[src/rtl/mult_acc_4bits.sv]
// Sequential multiply-accumulate: sums LEN unsigned A*B products (optional MULT_ACC_SAT_EN saturates Acc).
// Latency: operand accept to Acc update 2 cycles, one pair per 3 cycles; result valid after LEN pairs.
// Backpressure: in_ready only while collecting; result held in DONE until out_ready.
module mult_acc_4bits #(
  parameter int bits     = 4,
  parameter int acc_bits = 12,
  parameter int LEN      = 4
) (
  input  logic                clk,
  input  logic                rst,
  input  logic                in_valid,
  output logic                in_ready,
  input  logic [bits-1:0]     A,
  input  logic [bits-1:0]     B,
  output logic                out_valid,
  input  logic                out_ready,
  output logic [acc_bits-1:0] Acc,
  output logic                Overflow
);

  localparam int CNT_W = $clog2(LEN + 1);

  typedef enum logic [1:0] {COLLECT, MULT, ADD, DONE} state_t;

  state_t                state, state_nxt;
  logic [bits-1:0]       A_r, B_r;
  logic [2*bits-1:0]     product, prod_nxt;
  logic [CNT_W-1:0]      cnt;
  logic [acc_bits:0]     sum;
  logic [acc_bits-1:0]   acc_nxt;
  logic                  last_pair;

  // Shift/add multiplier evaluated from the registered operands.
  always_comb begin
    prod_nxt = '0;
    for (int i = 0; i < bits; i++) begin
      if (B_r[i]) begin
        prod_nxt = prod_nxt + ({{bits{1'b0}}, A_r} << i);
      end
    end
  end

  assign sum       = {1'b0, Acc} + {{(acc_bits + 1 - 2*bits){1'b0}}, product};
  assign last_pair = (cnt == CNT_W'(LEN - 1));

`ifdef MULT_ACC_SAT_EN
  assign acc_nxt = sum[acc_bits] ? {acc_bits{1'b1}} : sum[acc_bits-1:0];
`else
  assign acc_nxt = sum[acc_bits-1:0];
`endif

  always_ff @(posedge clk) begin
    if (rst) begin
      state <= COLLECT;
    end else begin
      state <= state_nxt;
    end
  end

  always_comb begin
    state_nxt = state;
    in_ready  = 1'b0;
    out_valid = 1'b0;
    unique case (state)
      COLLECT: begin
        in_ready = 1'b1;
        if (in_valid) state_nxt = MULT;
      end
      MULT:    state_nxt = ADD;
      ADD:     state_nxt = last_pair ? DONE : COLLECT;
      DONE: begin
        out_valid = 1'b1;
        if (out_ready) state_nxt = COLLECT;
      end
      default: state_nxt = COLLECT;
    endcase
  end

  // cnt returns to 0 on the final add so it never reaches LEN.
  always_ff @(posedge clk) begin
    if (rst) begin
      A_r      <= '0;
      B_r      <= '0;
      product  <= '0;
      Acc      <= '0;
      cnt      <= '0;
      Overflow <= 1'b0;
    end else begin
      unique case (state)
        COLLECT: begin
          if (in_valid) begin
            A_r <= A;
            B_r <= B;
          end
        end
        MULT: product <= prod_nxt;
        ADD: begin
          Acc      <= acc_nxt;
          Overflow <= Overflow | sum[acc_bits];
          cnt      <= last_pair ? '0 : cnt + CNT_W'(1);
        end
        DONE: begin
          if (out_ready) begin
            Acc      <= '0;
            cnt      <= '0;
            Overflow <= 1'b0;
          end
        end
        default: ;
      endcase
    end
  end

endmodule
[config.mk]
export PLATFORM = sky130hd
export DESIGN_NAME = mult_acc_4bits
export DESIGN_NICKNAME = d
export VERILOG_FILES = /design/src/rtl/mult_acc_4bits.sv
export SDC_FILE = /design/constraint.sdc
export NUM_CORES = 1
export LEC_CHECK = 0
export BUFFER_PORTS_ARGS = -buffer_cell sky130_fd_sc_hd__clkbuf_2
export CORE_MARGIN = 5
export CORE_UTILIZATION = 50
export CTS_CLUSTER_DIAMETER = 150
export DETAILED_ROUTE_END_ITERATION = 8
export GPL_ROUTABILITY_DRIVEN = 1
export PLACE_DENSITY = 0.74
export SYNTH_ARGS = -nofsm -noshare
export SYNTH_HDL_FRONTEND = slang
export SYNTH_SLANG_ARGS = --single-unit
[constraint.sdc]
create_clock -name clk -period 3.9 [get_ports clk]
set_input_delay 0 -clock clk [delete_from_list [all_inputs] [get_ports clk]]
set_output_delay 0 -clock clk [all_outputs]
set_load 0.02 [all_outputs]
==> reports/metrics.yaml, run 1 <==
maxCapViolations: 0
hpwl_um: 3465
grt_max_degree: 35
fin_cells: 340
setup_ws_ns: 0.1755
synth-seq-area-share: 0.3125
first_global_vias: 1775
holdWs_ns: 0.04520
power.total_mw: 0.7997
port_buffers: 26
clock-sinks: 34
dieArea_um2: 5777
seqPwrFrac: 0.467
slew_violations: 0
r2r_slack_ns: 0.18
reg2reg_to: "product[6]"
gp_congestion: 0.8795
endpoint_kind: "flop"
yosysWarnings: 0
slowest_stage: "fa_1"
vdd_drop_max_uv: 304.0
synth-edff-count: 0
grt_pass1_wl_um: 8259
crit_fanout: 3
rows: 24
cts-htree-levels: 2
rr_startpoint: "B_r[0]"
wirelength_um: 4806
cts_tree: "done"
tightest_slew_ns: 0.9388
coreArea_um2: 4294
worst_path_largest_cell_delay_ns: 0.39
fin_skew_ns: 0.002231
worst-r2r-cell-count: 19
drc_errors: 0
clockBufferDepth: 2
p_int_mw: 0.5983
die_x_um: 76.01
powerDensity_nw_per_um2: 310.9
diodes: 0
crit_required_ns: 4.04
ys_async_sr_fraction: 0
switching_share: 0.2518
hold_depth: 4
num_io_pins: 27
die_h_um: 76.01
routed_via_density: 5.526
arrival_ns: 3.86
crit_family: "adder cells"
status: "completed"
syn-num-nets: 287
hp-class: "input port to flop"
fin_nets: 323
synthCells: 251
clkPwrFrac: 0.399
crit_buf_inv: 1
whs_endpoint: "state[0]"
syn2layout_area_growth_pct: 18.09
synth_flop_cell: "dfxtp_1"
overflow: 0
ys_types: 51
worst_skew_pair.late_latency_ns: 0.29
syn_avg_cell_area_um2: 8.679
cts.root.buffer_cell: "clkbuf_8"
period_share: 0.9550
grt_usage: 0.1691
finalHoldViolCount: 0
synth-seq-cells: 34
preCtsSetupSlack_ns: 0.1551
start_kind: "flop"
syn_area_um2: 2178
ant_nets: 0
relSlewSlack: 0.3728
worst-setup-path-type: "flop to flop"
path_cells: "and2_1 -> ha_2 -> inv_1 -> fa_1 -> nand2b_4 -> and4_1 -> or2_2 -> ha_1 -> a21o_1 -> a21oi_2 -> xnor2_1 -> nand2_1 -> nand2_2 -> ha_1 -> a21oi_2 -> nand2_1 -> xor2_1 -> mux2i_1 -> a211oi_2"
setup_viol: 0
drt_iter0_drc: 82
p_leak_nw: 1.215
start_util: 0.5073
pwr-share-comb: 0.134
route.detailed.wl_per_inst_um: 14.14
drive_gt1_frac: 0.1944
final.min_clock_period_ns: 3.725
max_freq_mhz: 268.5
cts_buffers: 5
vias: 1879
antenna_found_initial: 0
dp_cells: 323
clk_pin_slew_worst_paths_ns: 0.07
p_sw_mw: 0.2014
drt-pass1-iter-count: 4
hold_start: "out_ready"
worst max path at each step:
stage | startpoint | end | slack (ns) | cells past startpoint
global route | B_r[0] | product[6] | -0.08 | 19
global placement | A_r[1] | product[6] | 0.23 | 19
finish | B_r[0] | product[6] | 0.18 | 19
CTS | A_r[1] | product[6] | 0.13 | 19
detailed placement | A_r[1] | product[6] | 0.16 | 19
floorplan | A_r[1] | product[6] | 0.32 | 19
cells in the mapped netlist, drive strengths merged (2+ instances only):
| master | number | share of area |
|---|---|---|
| nand3 | 8 | 0.018 |
| a41o | 2 | 0.0092 |
| inv | 11 | 0.019 |
| o211ai | 4 | 0.016 |
| nor3 | 2 | 0.0046 |
| clkbuf | 3 | 0.0052 |
| o21ai | 7 | 0.018 |
| a22oi | 6 | 0.021 |
| a31oi | 6 | 0.020 |
| nor2b | 5 | 0.014 |
| a311oi | 2 | 0.011 |
| xnor2 | 2 | 0.0080 |
| a211oi | 4 | 0.016 |
| buf | 7 | 0.018 |
| xor2 | 5 | 0.020 |
| mux2i | 13 | 0.060 |
| a21o | 4 | 0.014 |
| and3 | 3 | 0.0086 |
| nor2 | 31 | 0.053 |
| and2 | 4 | 0.012 |
| a21oi | 16 | 0.042 |
| nand2 | 25 | 0.043 |
| dfxtp | 34 | 0.31 |
| fa | 4 | 0.037 |
| o41ai | 2 | 0.011 |
| a32oi | 2 | 0.0080 |
| nand2b | 6 | 0.017 |
| ha | 20 | 0.11 |
worst reg2reg max path, delay by kind of cell (launching register included):
kind	cells	cell delay (ns)
xor+xnor	2	0.27
buf+inv	1	0.05
flops	1	0.34
simple gates	7	1.07
compound gates	4	0.57
fa+ha+maj	4	1.10
mux	1	0.17
state kept, by name, summed over array words and instances (netlist names):
signal,flops
A_r,4
Acc,12
B_r,4
Overflow,1
cnt,3
product,8
state,2
cells by family after synthesis:
family | after synthesis | share of synthesized area
AO/OA/AOI/OAI | 62 | 0.2114
adder cells (fa/ha/maj) | 25 | 0.1568
flip-flops | 34 | 0.3125
buffers and inverters | 21 | 0.04250
multiplexers | 13 | 0.05973
AND/OR/NAND/NOR | 89 | 0.1890
XOR/XNOR | 7 | 0.02815
stage by stage:
stage                 util  TNS [ns]  instance area, µm²
global route        0.5991  -0.08434                2572
floorplan                -         0                2178
global placement    0.5478         0                2352
finish              0.5991         0                2572
CTS                 0.5912         0                2539
detailed placement  0.5478         0                2352
repair_timing:
action	4_1_cts	5_1_grt
gates resized for setup	0	7
hold endpoints to repair	8	0
setup endpoints to repair	0	2
hold buffers	8	0
setup buffers	0	1
metal layers:
layer | vias up | wire [µm] | track usage
met5 | - | 0 | 0
met4 | 0 | 31 | 0.04448
met3 | 4 | 256 | 0.04374
met2 | 44 | 2338 | 0.2885
met1 | 856 | 2180 | 0.2094
li1 | 975 | - | -
layout by cell type (no fill, tap or decap), types with 6 or more instances in the layout:
| cell | n |
|---|---|
| a21oi_1 | 11 |
| a22oi_1 | 6 |
| clkbuf_2 | 26 |
| dfxtp_1 | 33 |
| dlygate4sd3_1 | 8 |
| ha_1 | 19 |
| inv_1 | 11 |
| mux2i_1 | 13 |
| nand2_1 | 24 |
| nand3_1 | 8 |
| nor2_1 | 31 |
power groups by stage:
| stage | registers, mW | logic (mW) | clock network (mW) |
|---|---|---|---|
| after global routing | 0.376 | 0.121 | 0.345 |
| after CTS | 0.374 | 0.105 | 0.328 |
| final | 0.374 | 0.107 | 0.319 |
| after detailed placement | 0.382 | 0.0968 | 0 |
| after global placement | 0.381 | 0.0952 | 0 |
| after floorplan | 0.377 | 0.0754 | 0 |
cell type report:
cell class / instances / area, µm²
timing repair buffer: 39 / 247.7
clock inverter: 1 / 30.03
inverter: 11 / 41.29
tap: 52 / 65.06
clock buffer: 7 / 76.32
fill: 385 / 1722
sequential: 34 / 681.9
multi-input combinational: 196 / 1430
Note: power is estimated with default switching activity, not from simulation.
==> run 2: changes to the inputs <==
--- a/config.mk
+++ b/config.mk
@@ -5,6 +5,7 @@
 export SDC_FILE = /design/constraint.sdc
 export NUM_CORES = 1
 export LEC_CHECK = 0
+export ABC_AREA = 1
 export BUFFER_PORTS_ARGS = -buffer_cell sky130_fd_sc_hd__clkbuf_2
 export CORE_MARGIN = 5
 export CORE_UTILIZATION = 50
==> reports/metrics.yaml, run 2 <==
status: "completed"  # unchanged
yosysWarnings: 0  # unchanged
maxCapViolations: 0  # unchanged
vdd_drop_max_uv: 238.2  # was 304.0 µV
ant_nets: 0  # unchanged
cts-htree-levels: 2  # unchanged
num_io_pins: 27  # unchanged
worst_path_largest_cell_delay_ns: 0.48  # was 0.39 ns
syn_area_um2: 2281  # was 2178 µm²
worst-setup-path-type: "flop to flop"  # unchanged
synthCells: 333  # was 251
netlist_top_cells_area: "dfxtp_1 (30%), nand2_1 (13%), ha_1 (11%), a21oi_1 (8.8%), nand3_1 (7.2%)"  # was dfxtp_1 (31%), ha_1 (11%), mux2i_1 (6.0%), nor2_1 (5.3%), nand2_1 (4.3%)
grt_max_degree: 22  # was 35
clk_pin_slew_worst_paths_ns: 0.08  # was 0.07 ns
arrival_ns: 3.70  # was 3.86 ns
port_buffers: 26  # unchanged
setup_viol: 0  # unchanged
die_h_um: 77.54  # was 76.01 µm
tightest_slew_ns: 0.4621  # was 0.9388 ns
reg_top3: "Acc x12, product x8"  # unchanged
post_cts_buffers: 0  # unchanged
crit_buf_inv: 3  # was 1
worst_skew_pair.late_latency_ns: 0.28  # was 0.29 ns
synth-edff-count: 0  # unchanged
yosysMostFrequentCell: "nand2_1"  # was dfxtp_1
gp_congestion: 0.8767  # was 0.8795
holdWs_ns: 0.01699  # was 0.04520 ns
syn-num-nets: 369  # was 287
synth_commonest_cells: "nand2_1 (78), a21oi_1 (40), dfxtp_1 (34)"  # was dfxtp_1 (34), nor2_1 (31), nand2_1 (25)
drc_errors: 0  # unchanged
ys_types: 28  # was 51
relSlewSlack: 0.6919  # was 0.3728
drive_gt1_frac: 0.1397  # was 0.1944
vias: 2210  # was 1879
path_cells: "nand2_1 -> inv_1 -> ha_1 -> inv_1 -> fa_1 -> o21ai_1 -> ha_1 -> inv_1 -> fa_1 -> nand2_1 -> and2_1 -> ha_1 -> fa_1 -> a21oi_1 -> nor2_1 -> o21ai_0 -> a21oi_1"  # was and2_1 -> ha_2 -> inv_1 -> fa_1 -> nand2b_4 -> and4_1 -> or2_2 -> ha_1 -> a21o_1 -> a21oi_2 -> xnor2_1 -> nand2_1 -> nand2_2 -> ha_1 -> a21oi_2 -> nand2_1 -> xor2_1 -> mux2i_1 -> a211oi_2
powerDensity_nw_per_um2: 292.4  # was 310.9 nW/µm²
grt_pass1_wl_um: 8687  # was 8259 µm
yosys.area.top_type: "dfxtp_1"  # unchanged
start_util: 0.5203  # was 0.5073
coreArea_um2: 4384  # was 4294 µm²
crit_required_ns: 4.05  # was 4.04 ns
finalHoldViolCount: 0  # unchanged
postCtsHoldBufs: 5  # was 8
overflow: 0  # unchanged
cts_buffers: 5  # unchanged
die_x_um: 77.54  # was 76.01 µm
crit_fanout: 6  # was 3
fin_skew_ns: 0.009501  # was 0.002231 ns
synth-seq-area-share: 0.2984  # was 0.3125
diodes: 0  # unchanged
setup_tns_ns: 0  # unchanged
antenna_found_initial: 0  # unchanged
dieArea_um2: 6012  # was 5777 µm²
drt_iter0_drc: 103  # was 82
largest_register_ffs: 12  # unchanged
largest_register: "Acc"  # unchanged
rsz0062_at_grt: "no"
layout_commonest_cell: "nand2_1"  # was dfxtp_1
p_leak_nw: 1.257  # was 1.215 nW
first_global_vias: 1936  # was 1775
slowest_stage: "dfxtp_1"  # was fa_1
max_freq_mhz: 282.1  # was 268.5 MHz
rows: 24  # unchanged
crit_family: "adder cells"  # unchanged
route.detailed.wl_per_inst_um: 12.14  # was 14.14 µm
endpoint_kind: "flop"  # unchanged
worst-r2r-cell-count: 17  # was 19
cts_tree: "done"  # unchanged
synth-seq-cells: 34  # unchanged
cts.root.buffer_cell: "clkbuf_8"  # unchanged
crit_cells: 17  # was 19
layout_common_cells: "nand2_1 (78), a21oi_1 (40), dfxtp_1 (34), inv_1 (33), nand3_1 (33)"  # was dfxtp_1 (33), nor2_1 (31), clkbuf_2 (26), nand2_1 (24), ha_1 (19)
syn2layout_area_growth_pct: 13.27  # was 18.09%
hp-class: "input port to flop"  # unchanged
grt_usage: 0.1706  # was 0.1691
drt-pass1-iter-count: 4  # unchanged
fin_nets: 400  # was 323
hold_depth: 3  # was 4
post_cts_resized: 0  # unchanged
post-route-util: 0.5893  # was 0.5991
clock-sinks: 34  # unchanged
final.min_clock_period_ns: 3.545  # was 3.725 ns
slew_violations: 0  # unchanged
ys_async_sr_fraction: 0  # unchanged
clockBufferDepth: 2  # unchanged
netlist.area_leader.share: 0.2984  # was 0.3125
wirelength_um: 5063  # was 4806 µm
period_share: 0.9091  # was 0.9550
hpwl_um: 3923  # was 3465 µm
syn_avg_cell_area_um2: 6.850  # was 8.679 µm²
routed_via_density: 5.300  # was 5.526
start_kind: "flop"  # unchanged
synth_flop_cell: "dfxtp_1"  # unchanged
run 2: kinds of logic (layout without fill, tap and decap cells):
family,count (synthesis),count (layout),share of synthesized area
buf+inv,48,80,0.08392
fa+ha+maj,24,24,0.1448
compound gates,71,71,0.1722
xor+xnor,2,2,0.007681
flops,34,34,0.2984
simple gates,154,154,0.2929
run 2: worst paths after layout:
kind	end	slack [ns]	from
worst min register to register	cnt[2]	0.46	cnt[2]
worst max register to register	product[7]	0.35	A_r[1]
worst min-delay path	A_r[1]	0.02	A[1]
worst max-delay path	product[7]	0.35	A_r[1]
run 2: where the power goes:
group	leakage [nW]	switching [mW]	internal (mW)
Clock	0.0482	0.125	0.143
Combinational	0.932	0.0671	0.0428
Sequential	0.277	0.0181	0.360
run 2: area by class of cell:
cell class | instances | area, µm²
Tap cell | 52 | 65.06
Clock buffer | 7 | 86.33
Clock inverter | 1 | 5.005
Fill cell | 406 | 1800
Multi-Input combinational cell | 251 | 1409
Inverter | 40 | 150.1
Sequential cell | 34 | 680.7
Timing Repair Buffer | 32 | 187.7
run 2: layer usage:
metal | vias to the layer above | track usage | part of all wire
met2 | 42 | 0.2727 | 0.46
met4 | 0 | 0.03436 | 0.0077
li1 | 1164 | - | -
met3 | 5 | 0.03241 | 0.036
met5 | - | 0 | 0
met1 | 999 | 0.2404 | 0.50
run 2: tightest hold or removal path, cell delays in order:
cell	delay, ns
clkbuf_2	0.07
o21ai_0	0.07
a21oi_1	0.11
run 2: stage by stage:
step / power (mW) / worst slack, ns / instances / cell area, µm²
finish: 0.7555 / 0.3547 / 417 / 2584
global route: 0.8020 / 0.09463 / 417 / 2584
CTS: 0.7622 / 0.3621 / 417 / 2584
detailed placement: 0.4917 / 0.3678 / 404 / 2442
global placement: 0.4897 / 0.4664 / 404 / 2442
floorplan: 0.4641 / 0.5930 / 333 / 2281
